File: src/rtl/pep_batch_scheduler_pkg.sv
// Shared definitions for the PBS batch scheduler: default batch geometry,
// derived widths and the scheduler state encoding.
package pep_batch_scheduler_pkg;

  localparam int TOTAL_PBS_NB = 27;
  localparam int BATCH_PBS_NB = 12;
  localparam int BATCH_NB     = 1;
  localparam int GRAM_NB      = 3;

  localparam int PID_W = $clog2(TOTAL_PBS_NB);
  localparam int BNB_W = $clog2(BATCH_PBS_NB + 1);
  localparam int GID_W = $clog2(GRAM_NB);
  localparam int IFL_W = $clog2(BATCH_NB + 1);

  typedef enum logic [1:0] {
    ST_IDLE  = 2'd0,
    ST_FILL  = 2'd1,
    ST_ISSUE = 2'd2
  } state_e;

  typedef logic [PID_W-1:0]        pid_t;
  typedef logic [TOTAL_PBS_NB-1:0] mask_t;
  typedef logic [BNB_W-1:0]        bnb_t;

endpackage

File: src/rtl/pep_batch_free_pool.sv
// PBS slot pool: free mask, free counter, lowest-free allocation and
// release with double-release detection.
module pep_batch_free_pool #(
  parameter int  TOTAL_PBS_NB = pep_batch_scheduler_pkg::TOTAL_PBS_NB,
  parameter int  GRAM_NB      = pep_batch_scheduler_pkg::GRAM_NB,
  localparam int PID_W        = $clog2(TOTAL_PBS_NB),
  localparam int GID_W        = $clog2(GRAM_NB)
) (
  input  logic             clk,
  input  logic             s_rst,
  input  logic             alloc,
  output logic [PID_W-1:0] alloc_pid,
  output logic [GID_W-1:0] alloc_gid,
  output logic             avail,
  output logic             empty_next,
  input  logic             rel_vld,
  input  logic [PID_W-1:0] rel_pid,
  output logic             rel_err,
  output logic [PID_W:0]   free_cnt
);
  import pep_batch_scheduler_pkg::*;

  logic [TOTAL_PBS_NB-1:0] free_mask;
  logic [TOTAL_PBS_NB-1:0] free_mask_n;
  logic [TOTAL_PBS_NB-1:0] alloc_oh;
  logic [TOTAL_PBS_NB-1:0] rel_oh;
  logic                    init_done;
  logic                    alloc_take;
  logic                    rel_in_range;
  logic                    rel_ok;

  // Downward scan so the lowest free index wins.
  always_comb begin
    alloc_pid = '0;
    for (int i = TOTAL_PBS_NB - 1; i >= 0; i--) begin
      if (free_mask[i]) alloc_pid = PID_W'(i);
    end
  end

  assign alloc_gid    = GID_W'(alloc_pid % PID_W'(GRAM_NB));
  assign avail        = |free_mask;
  assign alloc_take   = alloc && avail;
  assign alloc_oh     = alloc_take ? ({{(TOTAL_PBS_NB-1){1'b0}}, 1'b1} << alloc_pid) : '0;
  assign rel_oh       = {{(TOTAL_PBS_NB-1){1'b0}}, 1'b1} << rel_pid;
  assign rel_in_range = ({1'b0, rel_pid} < (PID_W+1)'(TOTAL_PBS_NB));
  assign rel_ok       = rel_vld && init_done && rel_in_range && !(|(free_mask & rel_oh));
  assign rel_err      = rel_vld && !rel_ok;

  // The pool comes up empty in reset and fills on the first cycle out of it.
  always_comb begin
    free_mask_n = (free_mask & ~alloc_oh) | (rel_ok ? rel_oh : '0);
    if (!init_done) free_mask_n = '1;
  end

  assign empty_next = ~|free_mask_n;

  always_ff @(posedge clk) begin
    if (s_rst) begin
      init_done <= 1'b0;
      free_mask <= '0;
      free_cnt  <= '0;
    end else begin
      init_done <= 1'b1;
      free_mask <= free_mask_n;
      if (!init_done) free_cnt <= (PID_W+1)'(TOTAL_PBS_NB);
      else            free_cnt <= free_cnt - (PID_W+1)'(alloc_take) + (PID_W+1)'(rel_ok);
    end
  end

endmodule

File: src/rtl/pep_batch_scheduler.sv
// PBS batch scheduler: allocates slots to incoming requests, groups them into
// batches closed on size, timeout, flush or pool exhaustion, and tracks batches in flight.
module pep_batch_scheduler #(
  parameter int  TOTAL_PBS_NB = pep_batch_scheduler_pkg::TOTAL_PBS_NB,
  parameter int  BATCH_PBS_NB = pep_batch_scheduler_pkg::BATCH_PBS_NB,
  parameter int  BATCH_NB     = pep_batch_scheduler_pkg::BATCH_NB,
  parameter int  GRAM_NB      = pep_batch_scheduler_pkg::GRAM_NB,
  parameter int  TIMEOUT_W    = 16,
  localparam int PID_W        = $clog2(TOTAL_PBS_NB),
  localparam int BNB_W        = $clog2(BATCH_PBS_NB + 1),
  localparam int GID_W        = $clog2(GRAM_NB),
  localparam int IFL_W        = $clog2(BATCH_NB + 1)
) (
  input  logic                    clk,
  input  logic                    s_rst,
  input  logic                    req_vld,
  output logic                    req_rdy,
  output logic [PID_W-1:0]        req_pid,
  output logic [GID_W-1:0]        req_gid,
  input  logic                    flush,
  input  logic [TIMEOUT_W-1:0]    timeout_cfg,
  output logic                    batch_vld,
  input  logic                    batch_rdy,
  output logic [BNB_W-1:0]        batch_pbs_nb,
  output logic [TOTAL_PBS_NB-1:0] batch_pid_mask,
  input  logic                    batch_done,
  input  logic                    rel_vld,
  input  logic [PID_W-1:0]        rel_pid,
  output logic [PID_W:0]          free_cnt,
  output logic [IFL_W-1:0]        inflight_cnt,
  output logic                    err
);
  import pep_batch_scheduler_pkg::*;

  // Handshakes: a transfer happens on a cycle where valid && ready at posedge clk.
  // req_rdy and batch_vld depend only on registered state, never on the peer's
  // valid/ready, and batch_vld with its payload stays stable until batch_rdy.

  state_e                  state;
  state_e                  state_n;
  logic [BNB_W-1:0]        count;
  logic [BNB_W-1:0]        count_n;
  logic [TIMEOUT_W-1:0]    timer;
  logic [TIMEOUT_W-1:0]    timer_n;
  logic [TOTAL_PBS_NB-1:0] open_mask;
  logic [TOTAL_PBS_NB-1:0] open_mask_n;
  logic                    accept;
  logic                    handshake;
  logic                    tmo_hit;
  logic                    done_ok;
  logic                    pool_avail;
  logic                    pool_empty_next;
  logic                    pool_rel_err;

  pep_batch_free_pool #(
    .TOTAL_PBS_NB(TOTAL_PBS_NB),
    .GRAM_NB     (GRAM_NB)
  ) u_pool (
    .clk       (clk),
    .s_rst     (s_rst),
    .alloc     (accept),
    .alloc_pid (req_pid),
    .alloc_gid (req_gid),
    .avail     (pool_avail),
    .empty_next(pool_empty_next),
    .rel_vld   (rel_vld),
    .rel_pid   (rel_pid),
    .rel_err   (pool_rel_err),
    .free_cnt  (free_cnt)
  );

  always_comb begin
    req_rdy   = 1'b0;
    batch_vld = 1'b0;
    unique case (state)
      ST_IDLE:  req_rdy   = pool_avail;
      ST_FILL:  req_rdy   = pool_avail && (count < BNB_W'(BATCH_PBS_NB));
      ST_ISSUE: batch_vld = (inflight_cnt < IFL_W'(BATCH_NB));
      default:  ;
    endcase
  end

  assign accept    = req_vld && req_rdy;
  assign handshake = batch_vld && batch_rdy;
  assign tmo_hit   = (timeout_cfg != '0) && (timer == timeout_cfg);
  assign done_ok   = batch_done && (inflight_cnt != '0);

  // Close conditions look at post-accept values, so a request landing with
  // flush, timeout or the last free slot joins the closing batch.
  always_comb begin
    state_n     = state;
    count_n     = count;
    timer_n     = timer;
    open_mask_n = open_mask;
    unique case (state)
      ST_IDLE, ST_FILL: begin
        if (accept) begin
          open_mask_n = open_mask | ({{(TOTAL_PBS_NB-1){1'b0}}, 1'b1} << req_pid);
          count_n     = count + BNB_W'(1);
        end
        timer_n = (state == ST_IDLE) ? TIMEOUT_W'(1) : timer + TIMEOUT_W'(1);
        if (state == ST_FILL || accept) begin
          state_n = ST_FILL;
          if ((count_n == BNB_W'(BATCH_PBS_NB)) || pool_empty_next || flush ||
              ((state == ST_FILL) && tmo_hit))
            state_n = ST_ISSUE;
        end
      end
      ST_ISSUE: begin
        if (handshake) begin
          state_n     = ST_IDLE;
          count_n     = '0;
          open_mask_n = '0;
        end
      end
      default: state_n = ST_IDLE;
    endcase
  end

  always_ff @(posedge clk) begin
    if (s_rst) begin
      state        <= ST_IDLE;
      count        <= '0;
      timer        <= '0;
      open_mask    <= '0;
      inflight_cnt <= '0;
      err          <= 1'b0;
    end else begin
      state     <= state_n;
      count     <= count_n;
      timer     <= timer_n;
      open_mask <= open_mask_n;
      if (handshake && !done_ok)      inflight_cnt <= inflight_cnt + IFL_W'(1);
      else if (!handshake && done_ok) inflight_cnt <= inflight_cnt - IFL_W'(1);
      err <= err | pool_rel_err | (batch_done && !done_ok);
    end
  end

  assign batch_pbs_nb   = count;
  assign batch_pid_mask = open_mask;

endmodule

File: config.mk
export PLATFORM = sky130hd
export DESIGN_NAME = pep_batch_scheduler
export DESIGN_NICKNAME = d
export VERILOG_FILES = /design/src/rtl/pep_batch_scheduler_pkg.sv /design/src/rtl/pep_batch_free_pool.sv /design/src/rtl/pep_batch_scheduler.sv
export SDC_FILE = /design/constraint.sdc
export NUM_CORES = 1
export LEC_CHECK = 0
export ABC_AREA = 0
export ABC_CLOCK_PERIOD_IN_PS = 6300
export CAP_MARGIN = 20
export CORE_MARGIN = 4
export CORE_UTILIZATION = 35
export DETAILED_ROUTE_END_ITERATION = 12
export PLACE_DENSITY = 0.65
export SETUP_SLACK_MARGIN = 0.2
export SYNTH_ARGS = -nofsm -noshare
export SYNTH_HDL_FRONTEND = slang
export SYNTH_SLANG_ARGS = --single-unit
File: constraint.sdc
create_clock -name clk -period 6.3 [get_ports clk]
set_clock_uncertainty 0.1 [all_clocks]
set_input_delay 1.26 -clock clk [delete_from_list [all_inputs] [get_ports clk]]
set_output_delay 1.26 -clock clk [all_outputs]
set_load 0.01 [all_outputs]
Yosys cells after proc, flatten, opt, wreduce, memory -nomap -nowiden

Cells that the tools add are included.
Widths: inputs -> output; s select.

Word-level logic and storage cells: 120
Register bits: 85
Output and inout port bits: 48

Reductions and logical operators: 35
Equal/unequal tests: 7
Shift operators: 2
Magnitude comparators: 3
Mux-type cells: 48
Bitwise operators: 8
Add/sub/neg operators: 6
Div/mod/pow operators: 1

Operators by type and width:

| operator              | count |
|---|---|
| $mux 5                | 28 |
| $mux 27               | 5 |
| $reduce_or 27->1      | 3 |
| $and 27x27->27        | 2 |
| $or 27x27->27         | 2 |
| $pmux 27 s2           | 1 |
| $shl 1x5->27 const A  | 2 |
| $not 27->27           | 1 |
| $add 16x1->16 const B | 1 |
| $eq 16x16->1          | 1 |
| $mux 16               | 1 |
| $reduce_bool 16->1    | 1 |
| $logic_and 1x1->1     | 14 |
| $mux 4                | 3 |
| $pmux 4 s2            | 1 |
| $add 6x1->6           | 1 |
| $mux 2                | 3 |
| $ne 2x2->1 const B    | 3 |
| $sub 6x1->6           | 1 |
| $logic_not 1->1       | 5 |
| $lt 5x5->1 const B    | 1 |
| $mod 5x2->5 const B   | 1 |
| $add 4x1->4 const B   | 1 |
| $eq 4x4->1 const B    | 1 |
| other kinds (17)      | 27 |

Logic depth before layout (Yosys ltp)

Gate-level depths: netlist (run 1).

Word-level depth: 41
Mapped depth: 17

Cells and area by module

A second synthesis (run 1) with hierarchy kept.

Cells, all modules: 656
Area, all modules: 5320.1 um2

By module, submodules not included:

| module              | area an instance (um2) | sequential area each (um2) | cells an instance | instances |
|---|---|---|---|---|
| pep_batch_free_pool | 3010.4                 | 680.7                      | 392               | 1 |
| pep_batch_scheduler | 2309.7                 | 1021.0                     | 264               | 1 |

Worst setup path after synthesis (run 1)

OpenSTA, ideal clock, no wires.

Kind: flip-flop to output port
Start: reg u_pool.free_mask[3]
End: out req_gid[0]
Arrival time: 3.860 ns
Required time: 4.940 ns
Cell stages (with the launch flop): 17
Path buffers: 1
Setup slack: 1.080 ns
Cell sequence: dfxtp_1 > buf_6 > or4_1 > nand4bb_4 > a21oi_1 > ha_1 > inv_1 > o21ai_0 > mux2i_1 > o2111ai_1 > o21ai_0 > ha_1 > nor4_1 > a311oi_1 > o211ai_1 > a21oi_1 > mux2i_1

Word-level cells in the longest chain between the ends: 5

RTL lines:

| item                   | RTL line                  | RTL |
|---|---|---|
| from (decl)            | pep_batch_free_pool.sv:23 | `logic [TOTAL_PBS_NB-1:0] free_mask;` |
| from (signal assigned) | pep_batch_free_pool.sv:64 | `free_mask <= free_mask_n;` |
| $mux 5 (4 in series)   | pep_batch_free_pool.sv:36 | `if (free_mask[i]) alloc_pid = PID_W'(i);` |
| net req_pid[4]         | pep_batch_scheduler.sv:18 | `output logic [PID_W-1:0] req_pid,` |
| $mod 5x2->5            | pep_batch_free_pool.sv:40 | `assign alloc_gid = GID_W'(alloc_pid % PID_W'(GRAM_NB));` |
| to (decl)              | pep_batch_scheduler.sv:19 | `output logic [GID_W-1:0] req_gid,` |

The timed path passes the listed nets, and every way through them passes these cells.

Final worst setup path (run 1)

Start: reg u_pool.free_mask[22]
End: out req_gid[1]

Word-level cells in the longest chain between the ends: 24

RTL lines:

| item                  | RTL line |
|---|---|
| $mux 5 (23 in series) | pep_batch_free_pool.sv:36 |
| $mod 5x2->5           | pep_batch_free_pool.sv:40 |

Every way passes these cells.

==> summary.txt, run 1 <==
Status
  • Outcome: finished clean

Routing
  • Vias: 5,511
  • Final ANT Viol Nets: 0
  • Wirelength per Cell: 18.9 microns
  • Drt pass-1 iters: 5
  • 1st-iter DRT viols: 555
  • Post-Route WL: 17.8 mm
  • Via-to-Cell Ratio: 5.87
  • DR DRC count: 0

GRT
  • Largest net degree at the start of global routing: 37
  • GRT Overall Usage: 21.3%
  • Total gr overflow: 0
  • First-pass GRT wire length: 28.5 mm
  • Initial antenna violation count: 0
  • Vias in the first global route: 5,327

Final layout
  • Share of layout cells above drive strength 1: 8.87%
  • Final net count: 791
  • Sequential standard cell area: 1700 sq um
  • Area occupied by multi-input gates: 3320 sq um
  • Antenna Diode Count: 0
  • Fin area: 6580 sq um
  • Fill count: 1,451
  • Synthesis-to-layout area growth: 25.9%

Power
  • Leak: 2.47 nW
  • P per Cell Area: 228 nW/um^2
  • Worst vdd ir: 140 uV
  • Total Power: 1.50 mW

Timing
  • Final hold violation count: 0
  • Final setup TNS: 0 ns
  • Max-slew headroom at the worst pin: 42.4%
  • Worst-margin pin slew: 0.862 ns
  • Period Utilization, post-route: 89.3%
  • Tmin final: 5.62 ns
  • Hold WS: 0.367 ns
  • RSZ-0062 raised after global routing: no
  • Slew Viols, Final: 0
  • Setup Viol. Count Final: 0
  • Max Freq: 178 MHz

Die
  • Core Area: 14,600 sq um
  • Initial cell density of the core: 35.8%
  • I/O Pins: 76
  • Die X: 130 microns
  • Chip height: 130 microns
  • FP Rows: 44
  • Die area: 17,000 sq um

Critical path
  • CP arrival: 4.26 ns
  • Startpoint types: flip-flop
  • Endpoint class of the critical path: output pin
  • Worst r2r path cells: 10
  • Worst Path Required: 4.94 ns
  • Maximum net fanout on the critical path: 6
  • Kind of critical path: reg2out

CTS
  • Total CTS buffers: 9
  • Clk pin slew, worst setup/hold paths: 0.06 ns
  • CTS tree: done
  • CTS root buf: clkbuf_16
  • Worst-Skew Late Latency: 0.35 ns
  • CTS Hold Bufs: 0
  • Num Clock Sinks: 85
  • CTS H-tree depth: 3
  • CTS max path bufs: 2

Synthesis
  • Leading area contributor after synthesis: dfxtp_1
  • Synth area leaders: dfxtp_1 (33%), nor2_1 (7.7%), a21oi_1 (5.4%), xor2_1 (4.9%), nand2_1 (3.3%)
  • Fraction of registers with async set/reset: 0%
  • Flops & latches, synth: 85
  • Avg Cell Area, Syn: 7.80 sq um
  • Post-synthesis cell count: 670
  • Post-synthesis sequential area ratio: 32.5%
  • Top_reg_cell synth: dfxtp_1
  • Cell Area, Synth: 5230 sq um
  • Post-synthesis net count: 711
  • Yosys top cell area share: 32.5%
  • Post-synth cell types: 76
  • Post-synth EDFFs: 0
  • Ys Warns: 0

Place
  • Number of buffers added on ports: 75
  • Placer congestion estimate: 0.999
  • Post-DP HPWL: 13.2 mm
  • Placed standard-cell area: 6240 sq um

Worst hold path
  • Worst Hold Class: reg2reg
  • WHS Path Cells: 2

Flow run
  • Max_cap viols: 0
## routing by layer
layer / routed length [microns] / vias up / part of all wire, % / GRT usage, %
met2: 7940 / 282 / 45 / 32.6
met5: 0 / - / 0 / 0
met1: 7430 / 2559 / 42 / 28.0
li1: - / 2606 / - / -
met3: 1660 / 64 / 9.3 / 6.26
met4: 718 / 0 / 4.0 / 8.86
## final timing paths
kind / slack (ns) / to / start
min reg2reg: 0.37 / batch_pid_mask[25] / batch_pid_mask[25]
max: 0.68 / req_gid[1] / u_pool.free_mask[22]
min: 0.37 / batch_pid_mask[25] / batch_pid_mask[25]
max reg2reg: 2.23 / state[0] / u_pool.free_mask[18]
## repair_timing
action                                 CTS  global route
gates resized for setup                  1            11
endpoints found under the hold margin    0             0
pin swaps                                0             2
setup endpoints to repair                2             2
setup buffers                            1             2
## kinds of logic (layout without fill, tap and decap cells)
family / Yosys count / after routing / share of synthesized area, %
xor+xnor: 37 / 37 / 6.20
compound gates: 178 / 178 / 23.4
fa+ha+maj: 13 / 13 / 3.25
simple gates: 285 / 285 / 27.9
flops: 85 / 85 / 32.5
buf+inv: 62 / 147 / 4.67
mux: 10 / 10 / 1.99
## metrics by stage
stage / util (%) / setup slack, ns / instances
finish: 45.1 / 0.676 / 939
global route: 45.1 / 0.404 / 939
CTS: 44.8 / 0.244 / 937
detailed placement: 42.7 / 0.536 / 920
global placement: 42.7 / 0.639 / 920
floorplan: - / 1.08 / 670
## placed cells by master, fill, tap and decap left out, types with 3 or more instances in the layout
| master | instances |
|---|---|
| nand2b_1 | 7 |
| inv_1 | 32 |
| a22oi_1 | 7 |
| xor2_1 | 29 |
| nor2_1 | 106 |
| clkbuf_16 | 9 |
| mux2i_1 | 7 |
| a221oi_1 | 6 |
| or3_1 | 6 |
| o311ai_0 | 5 |
| nor3_1 | 15 |
| nand3_1 | 12 |
| and3_1 | 9 |
| and2_1 | 10 |
| clkdlybuf4s50_1 | 73 |
| ha_1 | 10 |
| mux2_2 | 3 |
| o31ai_1 | 4 |
| dfxtp_1 | 84 |
| nor3b_1 | 5 |
| nand2_1 | 46 |
| o21ai_1 | 3 |
| o21a_1 | 4 |
| xnor2_1 | 8 |
| o311a_1 | 4 |
| a21o_1 | 5 |
| a211oi_1 | 6 |
| a21oi_1 | 54 |
| nor2b_1 | 12 |
| buf_4 | 22 |
| o21ai_0 | 21 |
| o211ai_1 | 5 |
| nand4_1 | 3 |
| a31oi_1 | 11 |
| o41ai_1 | 7 |
| or4_1 | 7 |
| o32ai_1 | 7 |
| or2_2 | 9 |
| nor4_1 | 17 |
## state kept, by name, indices dropped and copies added, names as in the netlist
name              count
batch_pbs_nb          4
u_pool.free_cnt       6
err                   1
timer                16
u_pool.free_mask     27
state                 2
u_pool.init_done      1
inflight_cnt          1
batch_pid_mask       27
## power breakdown
part,internal [mW],leakage (nW),switching (mW),total (mW)
Sequential,0.566,0.698,0.0403,0.606
Clock,0.275,0.133,0.246,0.521
Combinational,0.163,1.64,0.209,0.372
Total,1.00,2.47,0.495,1.50
## Yosys cell counts, types with 6 or more instances
| cell | n |
|---|---|
| nand3_1 | 12 |
| xor2_1 | 29 |
| nor3_1 | 15 |
| a22oi_1 | 7 |
| ha_1 | 12 |
| a211oi_1 | 6 |
| nand2_1 | 46 |
| and2_1 | 10 |
| clkbuf_1 | 22 |
| nor4_1 | 18 |
| and3_1 | 9 |
| inv_1 | 32 |
| o21ai_0 | 22 |
| dfxtp_1 | 85 |
| o32ai_1 | 7 |
| a21oi_1 | 56 |
| a221oi_1 | 6 |
| o41ai_1 | 7 |
| or4_1 | 7 |
| mux2i_1 | 7 |
| nor2_1 | 107 |
| or2_2 | 9 |
| xnor2_1 | 8 |
| nor2b_1 | 12 |
| or3_1 | 6 |
| a31oi_1 | 11 |
| nand2b_1 | 7 |
## area by class of cell
| type | count | share of cell area, % |
|---|---|---|
| clock inverters | 6 | 0.836 |
| flip-flops and latches | 85 | 25.9 |
| well taps | 184 | 3.50 |
| inverters | 34 | 1.94 |
| clock buffers | 10 | 3.48 |
| multi-input cells | 523 | 50.4 |
| repair buffers | 97 | 14.0 |
## worst max-delay path, cell delays in order, from the launching register on
cell,delay [ns]
dfxtp_1,0.38
or4_1,0.62
nor2_1,0.30
a21oi_2,0.11
ha_2,0.23
inv_1,0.16
o21ai_2,0.12
mux2i_1,0.17
buf_4,0.15
buf_4,0.12
o21ai_0,0.16
ha_2,0.24
nor4_1,0.06
a311oi_1,0.33
o211ai_1,0.20
a211oi_1,0.25
a2bb2oi_1,0.16
dlymetal6s2s_1,0.17
(Power assumes the default switching activity.)
==> run 2, diff against run 1 <==
ABC_CLOCK_PERIOD_IN_PS = 6100   (was 6300)
SLEW_MARGIN = 0   (was not set)
clock period = 6.1 ns   (was 6.3 ns; I/O delays follow)
==> summary.txt, run 2 (synthesized netlist as in run 1, its figures left out) <==
Power
  • Total Power: 1.55 mW (was 1.50 mW)
  • Leak: 2.48 nW (was 2.47 nW)
  • Worst vdd ir: 119 uV (was 140 uV)
  • P per Cell Area: 236 nW/um^2 (was 228 nW/um^2)

CTS
  • Total CTS buffers: 9 (unchanged)
  • CTS max path bufs: 2 (unchanged)
  • CTS root buf: clkbuf_16 (unchanged)
  • Worst-Skew Late Latency: 0.35 ns (about the same)
  • Num Clock Sinks: 85 (unchanged)
  • Clk pin slew, worst setup/hold paths: 0.07 ns (was 0.06 ns)
  • CTS Hold Bufs: 0 (unchanged)
  • CTS tree: done (unchanged)
  • CTS H-tree depth: 3 (unchanged)

Die
  • Die X: 130 microns (unchanged)
  • Die area: 17,000 sq um (unchanged)
  • I/O Pins: 76 (unchanged)
  • FP Rows: 44 (unchanged)
  • Chip height: 130 microns (unchanged)
  • Core Area: 14,600 sq um (unchanged)
  • Initial cell density of the core: 35.8% (unchanged)

Final layout
  • Commonest non-fill, non-tap cell in the layout: nor2_1 (unchanged)
  • Area occupied by multi-input gates: 3320 sq um (about the same)
  • Fin cells: 939 (unchanged)
  • Final Util: 45.2% (was 45.1%)
  • Antenna Diode Count: 0 (unchanged)
  • Commonest non-fill, non-tap cells in the layout: nor2_1 (106), dfxtp_1 (85), clkdlybuf4s50_1 (73) (was nor2_1 (106), dfxtp_1 (84), clkdlybuf4s50_1 (73))
  • Synthesis-to-layout area growth: 26.0% (was 25.9%)
  • Fill count: 1,444 (was 1,451)
  • Sequential standard cell area: 1700 sq um (about the same)
  • Final net count: 791 (unchanged)
  • Share of layout cells above drive strength 1: 9.14% (was 8.87%)

GRT
  • GRT Overall Usage: 20.8% (was 21.3%)
  • Vias in the first global route: 5,169 (was 5,327)
  • Total gr overflow: 0 (unchanged)
  • Initial antenna violation count: 0 (unchanged)
  • First-pass GRT wire length: 27.9 mm (was 28.5 mm)
  • Largest net degree at the start of global routing: 37 (unchanged)

Routing
  • Final ANT Viol Nets: 0 (unchanged)
  • Drt pass-1 iters: 6 (was 5)
  • Wirelength per Cell: 18.5 microns (was 18.9 microns)
  • DR DRC count: 0 (unchanged)
  • Post-Route WL: 17.3 mm (was 17.8 mm)
  • 1st-iter DRT viols: 484 (was 555)
  • Vias: 5,393 (was 5,511)
  • Via-to-Cell Ratio: 5.74 (was 5.87)

Status
  • Outcome: finished clean (unchanged)

Timing
  • Worst-margin pin slew: 0.947 ns (was 0.862 ns)
  • Final WS setup: 0.667 ns (was 0.676 ns)
  • Final hold violation count: 0 (unchanged)
  • Max Freq: 184 MHz
  • Setup Viol. Count Final: 0 (unchanged)
  • Period Utilization, post-route: 89.1%
  • RSZ-0062 raised after global routing: no (unchanged)
  • Tmin final: 5.43 ns
  • Max-slew headroom at the worst pin: 36.1% (was 42.4%)
  • Final setup TNS: 0 ns (unchanged)
  • Slew Viols, Final: 0 (unchanged)

Worst hold path
  • Worst Hold Class: reg2reg (unchanged)
  • WHS Path Cells: 2 (unchanged)

Critical path
  • Worst reg2reg setup slack: 1.72 ns (was 2.23 ns)
  • Maximum net fanout on the critical path: 9 (was 6)
  • CP arrival: 4.11 ns (was 4.26 ns)
  • Startpoint types: flip-flop (unchanged)
  • Endpoint class of the critical path: output pin (unchanged)
  • Kind of critical path: reg2out (unchanged)
  • Worst r2r path cells: 10 (unchanged)
  • Worst Path Required: 4.78 ns (was 4.94 ns)

Flow run
  • Max_cap viols: 0 (unchanged)

Place
  • Post-DP HPWL: 13.2 mm (about the same)
  • Setup slack at placement: 0.437 ns (was 0.536 ns)
  • Number of buffers added on ports: 75 (unchanged)
  • Placed cells: 922 (was 920)
  • Placer congestion estimate: 1.03 (was 0.999)
==> run 2: layout make-up <==
type                       instances  share of cell area [%]
clock buffer                      10                    3.63
clock inverter                     6                   0.778
inverter                          34                    1.94
multi-input combinational        523                    50.4
sequential                        85                    25.8
tap                              184                    3.49
timing repair buffer              97                    14.0
==> run 2: where the power goes <==
| part | leakage, nW | switching, mW | internal [mW] |
|---|---|---|---|
| Combinational | 1.64 | 0.216 | 0.170 |
| Clock | 0.146 | 0.247 | 0.295 |
| Sequential | 0.698 | 0.0398 | 0.585 |
==> run 2: through the flow <==
step / instance area (sq um) / hold WS (ns)
floorplan: 5230 / 0.383
CTS: 6560 / 0.375
global placement: 6250 / 0.348
global route: 6590 / 0.404
finish: 6590 / 0.373
detailed placement: 6250 / 0.361
==> run 2: routing by layer <==
metal  track usage, %  part of all wire (%)  up-vias
met2             30.6                    44      246
li1                 -                     -     2601
met4             7.89                   3.6        0
met1             28.8                    44     2494
met5                0                     0        -
met3             5.98                   8.9       52
==> run 2: path summary, 6_finish.rpt <==
kind	endpoint	from
max	req_gid[1]	u_pool.free_mask[7]
min	batch_pid_mask[11]	batch_pid_mask[11]
max reg2reg	state[0]	u_pool.free_mask[9]
min reg2reg	batch_pid_mask[11]	batch_pid_mask[11]
==> run 2: worst max-delay path, stage by stage (launching register included) <==
cell	delay, ns
dfxtp_1	0.39
or4_4	0.61
nand4bb_4	0.29
a21oi_2	0.20
ha_2	0.25
inv_1	0.11
o21ai_2	0.11
mux2i_1	0.25
o2111ai_1	0.12
o21ai_0	0.12
ha_2	0.30
a311oi_2	0.23
o211ai_1	0.18
a211oi_2	0.24
a2bb2oi_1	0.17
dlymetal6s2s_1	0.19
==> run 2: timing repair <==
action,CTS,global route
gates resized for setup,3,9
pin swaps,0,3
buffers inserted,1,0
endpoints found under the setup margin,2,2
==> run 3, diff against run 2 <==
==> constraint.sdc (replaced) <==
create_clock -name clk -period 6.1 [get_ports clk]
set_clock_uncertainty 0.1 [all_clocks]
set_input_delay 0.61 -clock clk [delete_from_list [all_inputs] [get_ports clk]]
set_output_delay 0.61 -clock clk [all_outputs]
set_load 0.01 [all_outputs]
==> summary.txt, run 3 (synthesized netlist as in run 1, its figures left out) <==
Routing
  • Final ANT Viol Nets: 0 (unchanged)
  • Drt pass-1 iters: 5 (was 6)
  • Post-Route WL: 17.0 mm (was 17.3 mm)
  • Via-to-Cell Ratio: 5.78 (was 5.74)
  • Vias: 5,360 (was 5,393)
  • 1st-iter DRT viols: 544 (was 484)
  • DR DRC count: 0 (unchanged)
  • Wirelength per Cell: 18.4 microns (was 18.5 microns)

CTS
  • Total CTS buffers: 9 (unchanged)
  • CTS tree: done (unchanged)
  • Clk pin slew, worst setup/hold paths: 0.07 ns (about the same)
  • CTS root buf: clkbuf_16 (unchanged)
  • Num Clock Sinks: 85 (unchanged)
  • CTS H-tree depth: 3 (unchanged)
  • CTS Hold Bufs: 0 (unchanged)
  • Worst-Skew Late Latency: 0.35 ns (about the same)
  • CTS max path bufs: 2 (unchanged)

Final layout
  • Fill count: 1,425 (was 1,444)
  • Final net count: 779 (was 791)
  • Synthesis-to-layout area growth: 24.1% (was 26.0%)
  • Final Util: 44.5% (was 45.2%)
  • Commonest non-fill, non-tap cells in the layout: nor2_1 (106), dfxtp_1 (85), clkdlybuf4s50_1 (75) (was nor2_1 (106), dfxtp_1 (85), clkdlybuf4s50_1 (73))
  • Share of layout cells above drive strength 1: 7.00% (was 9.14%)
  • Fin cells: 927 (was 939)
  • Fin area: 6490 sq um (was 6590 sq um)
  • Antenna Diode Count: 0 (unchanged)
  • Commonest non-fill, non-tap cell in the layout: nor2_1 (unchanged)

Timing
  • RSZ-0062 raised after global routing: no (unchanged)
  • Final setup TNS: 0 ns (unchanged)
  • Final hold violation count: 0 (unchanged)
  • Worst-margin pin slew: 0.862 ns (was 0.947 ns)
  • Slew Viols, Final: 0 (unchanged)
  • Max Freq: 180 MHz (was 184 MHz)
  • Period Utilization, post-route: 90.8% (was 89.1%)
  • Setup Viol. Count Final: 0 (unchanged)
  • Max-slew headroom at the worst pin: 42.3% (was 36.1%)
  • Tmin final: 5.54 ns (was 5.43 ns)
  • Final WS setup: 0.559 ns (was 0.667 ns)

Die
  • Chip height: 130 microns (unchanged)
  • I/O Pins: 76 (unchanged)
  • Core Area: 14,600 sq um (unchanged)
  • Initial cell density of the core: 35.8% (unchanged)
  • Die X: 130 microns (unchanged)
  • FP Rows: 44 (unchanged)
  • Die area: 17,000 sq um (unchanged)

Critical path
  • Endpoint class of the critical path: output pin (unchanged)
  • Family with the most delay on the worst path: compound AO/OA/AOI/OAI gates (unchanged)
  • WP buf/inv: 2 (unchanged)
  • Kind of critical path: reg2out (unchanged)
  • Worst stage delay on the critical path: 0.61 ns (about the same)
  • CP arrival: 4.83 ns (was 4.11 ns)
  • Worst Path Required: 5.39 ns (was 4.78 ns)
  • Worst path cell trace: or4_4, nand4bb_4, a21oi_2, ha_1, inv_1, o21ai_0, mux2i_1, o2111ai_1, o21ai_0, ha_1, nor4_1, a311oi_1, o211ai_1, a21oi_1, mux2i_1, clkdlybuf4s50_1 (was or4_4, nand4bb_4, a21oi_2, ha_2, inv_1, o21ai_2, mux2i_1, o2111ai_1, o21ai_0, ha_2, a311oi_2, o211ai_1, a211oi_2, a2bb2oi_1, dlymetal6s2s_1)
  • Maximum net fanout on the critical path: 9 (unchanged)
  • Startpoint types: flip-flop (unchanged)
  • CP max stage cell: or4_4 (unchanged)

Power
  • P per Cell Area: 239 nW/um^2 (was 236 nW/um^2)
  • Leak: 2.40 nW (was 2.48 nW)
  • Worst vdd ir: 139 uV (was 119 uV)

GRT
  • Total gr overflow: 0 (unchanged)
  • Met2 Use GR: 29.5% (was 30.6%)
  • Vias in the first global route: 5,082 (was 5,169)
  • Initial antenna violation count: 0 (unchanged)
  • Top Usage Layer GRT: met2 (unchanged)
  • GRT met1 Usage: 28.4% (was 28.8%)
  • First-pass GRT wire length: 27.1 mm (was 27.9 mm)
  • GRT Overall Usage: 20.2% (was 20.8%)
  • Largest net degree at the start of global routing: 37 (unchanged)
  • GR Util met3: 4.18% (was 5.98%)

Place
  • Number of buffers added on ports: 75 (unchanged)
  • Post-DP HPWL: 12.8 mm (was 13.2 mm)
  • Placer congestion estimate: 1.02 (was 1.03)
  • Placed standard-cell area: 6160 sq um (was 6250 sq um)
  • Setup slack at placement: 0.653 ns (was 0.437 ns)
  • Placed cells: 910 (was 922)

Worst hold path
  • Worst Hold Class: reg2reg (unchanged)

Status
  • Outcome: finished clean (unchanged)

Flow run
  • Max_cap viols: 0 (unchanged)
run 3: worst min-delay path, stage by stage (launching register included):
cell,delay [ns]
dfxtp_1,0.33
a21oi_1,0.04
nor2_1,0.07
run 3: path summary, 6_finish.rpt:
kind / startpoint / end / slack [ns] / cells after the start
hold reg to reg: batch_pid_mask[24] / batch_pid_mask[24] / 0.37 / 2
setup / recovery: u_pool.free_mask[7] / req_gid[0] / 0.56 / 16
hold / removal: batch_pid_mask[24] / batch_pid_mask[24] / 0.37 / 2
setup reg to reg: u_pool.free_mask[26] / state[0] / 1.99 / 11
run 3: where the power goes:
part           total (mW)  switching (mW)  internal, mW
clock network       0.546           0.259         0.287
logic               0.376           0.213         0.164
registers           0.626          0.0414         0.584
total                1.55           0.513          1.04
run 3: final cells by class:
cell class | instances | area (sq um) | area share (%)
well taps | 184 | 230 | 3.55
inverters | 34 | 128 | 1.97
flip-flops and latches | 85 | 1700 | 26.2
clock inverters | 7 | 68.8 | 1.06
multi-input cells | 523 | 3310 | 51.0
repair buffers | 85 | 826 | 12.7
clock buffers | 9 | 225 | 3.47
run 3: stage by stage:
stage	hold slack [ns]	power, mW
final	0.371	1.55
after floorplan	0.383	0.862
after global routing	0.390	1.62
after global placement	0.347	1.01
after detailed placement	0.353	1.01
after CTS	0.372	1.55
run 3: routing by layer:
| metal | wire length (microns) | vias to the layer above |
|---|---|---|
| met5 | 0 | - |
| li1 | - | 2581 |
| met2 | 7400 | 251 |
| met3 | 1480 | 50 |
| met1 | 7510 | 2478 |
| met4 | 651 | 0 |
run 3: what timing repair did:
item | CTS | global route
buffers inserted | 0 | 1
setup endpoints to repair | 0 | 2
resized for setup | 0 | 5
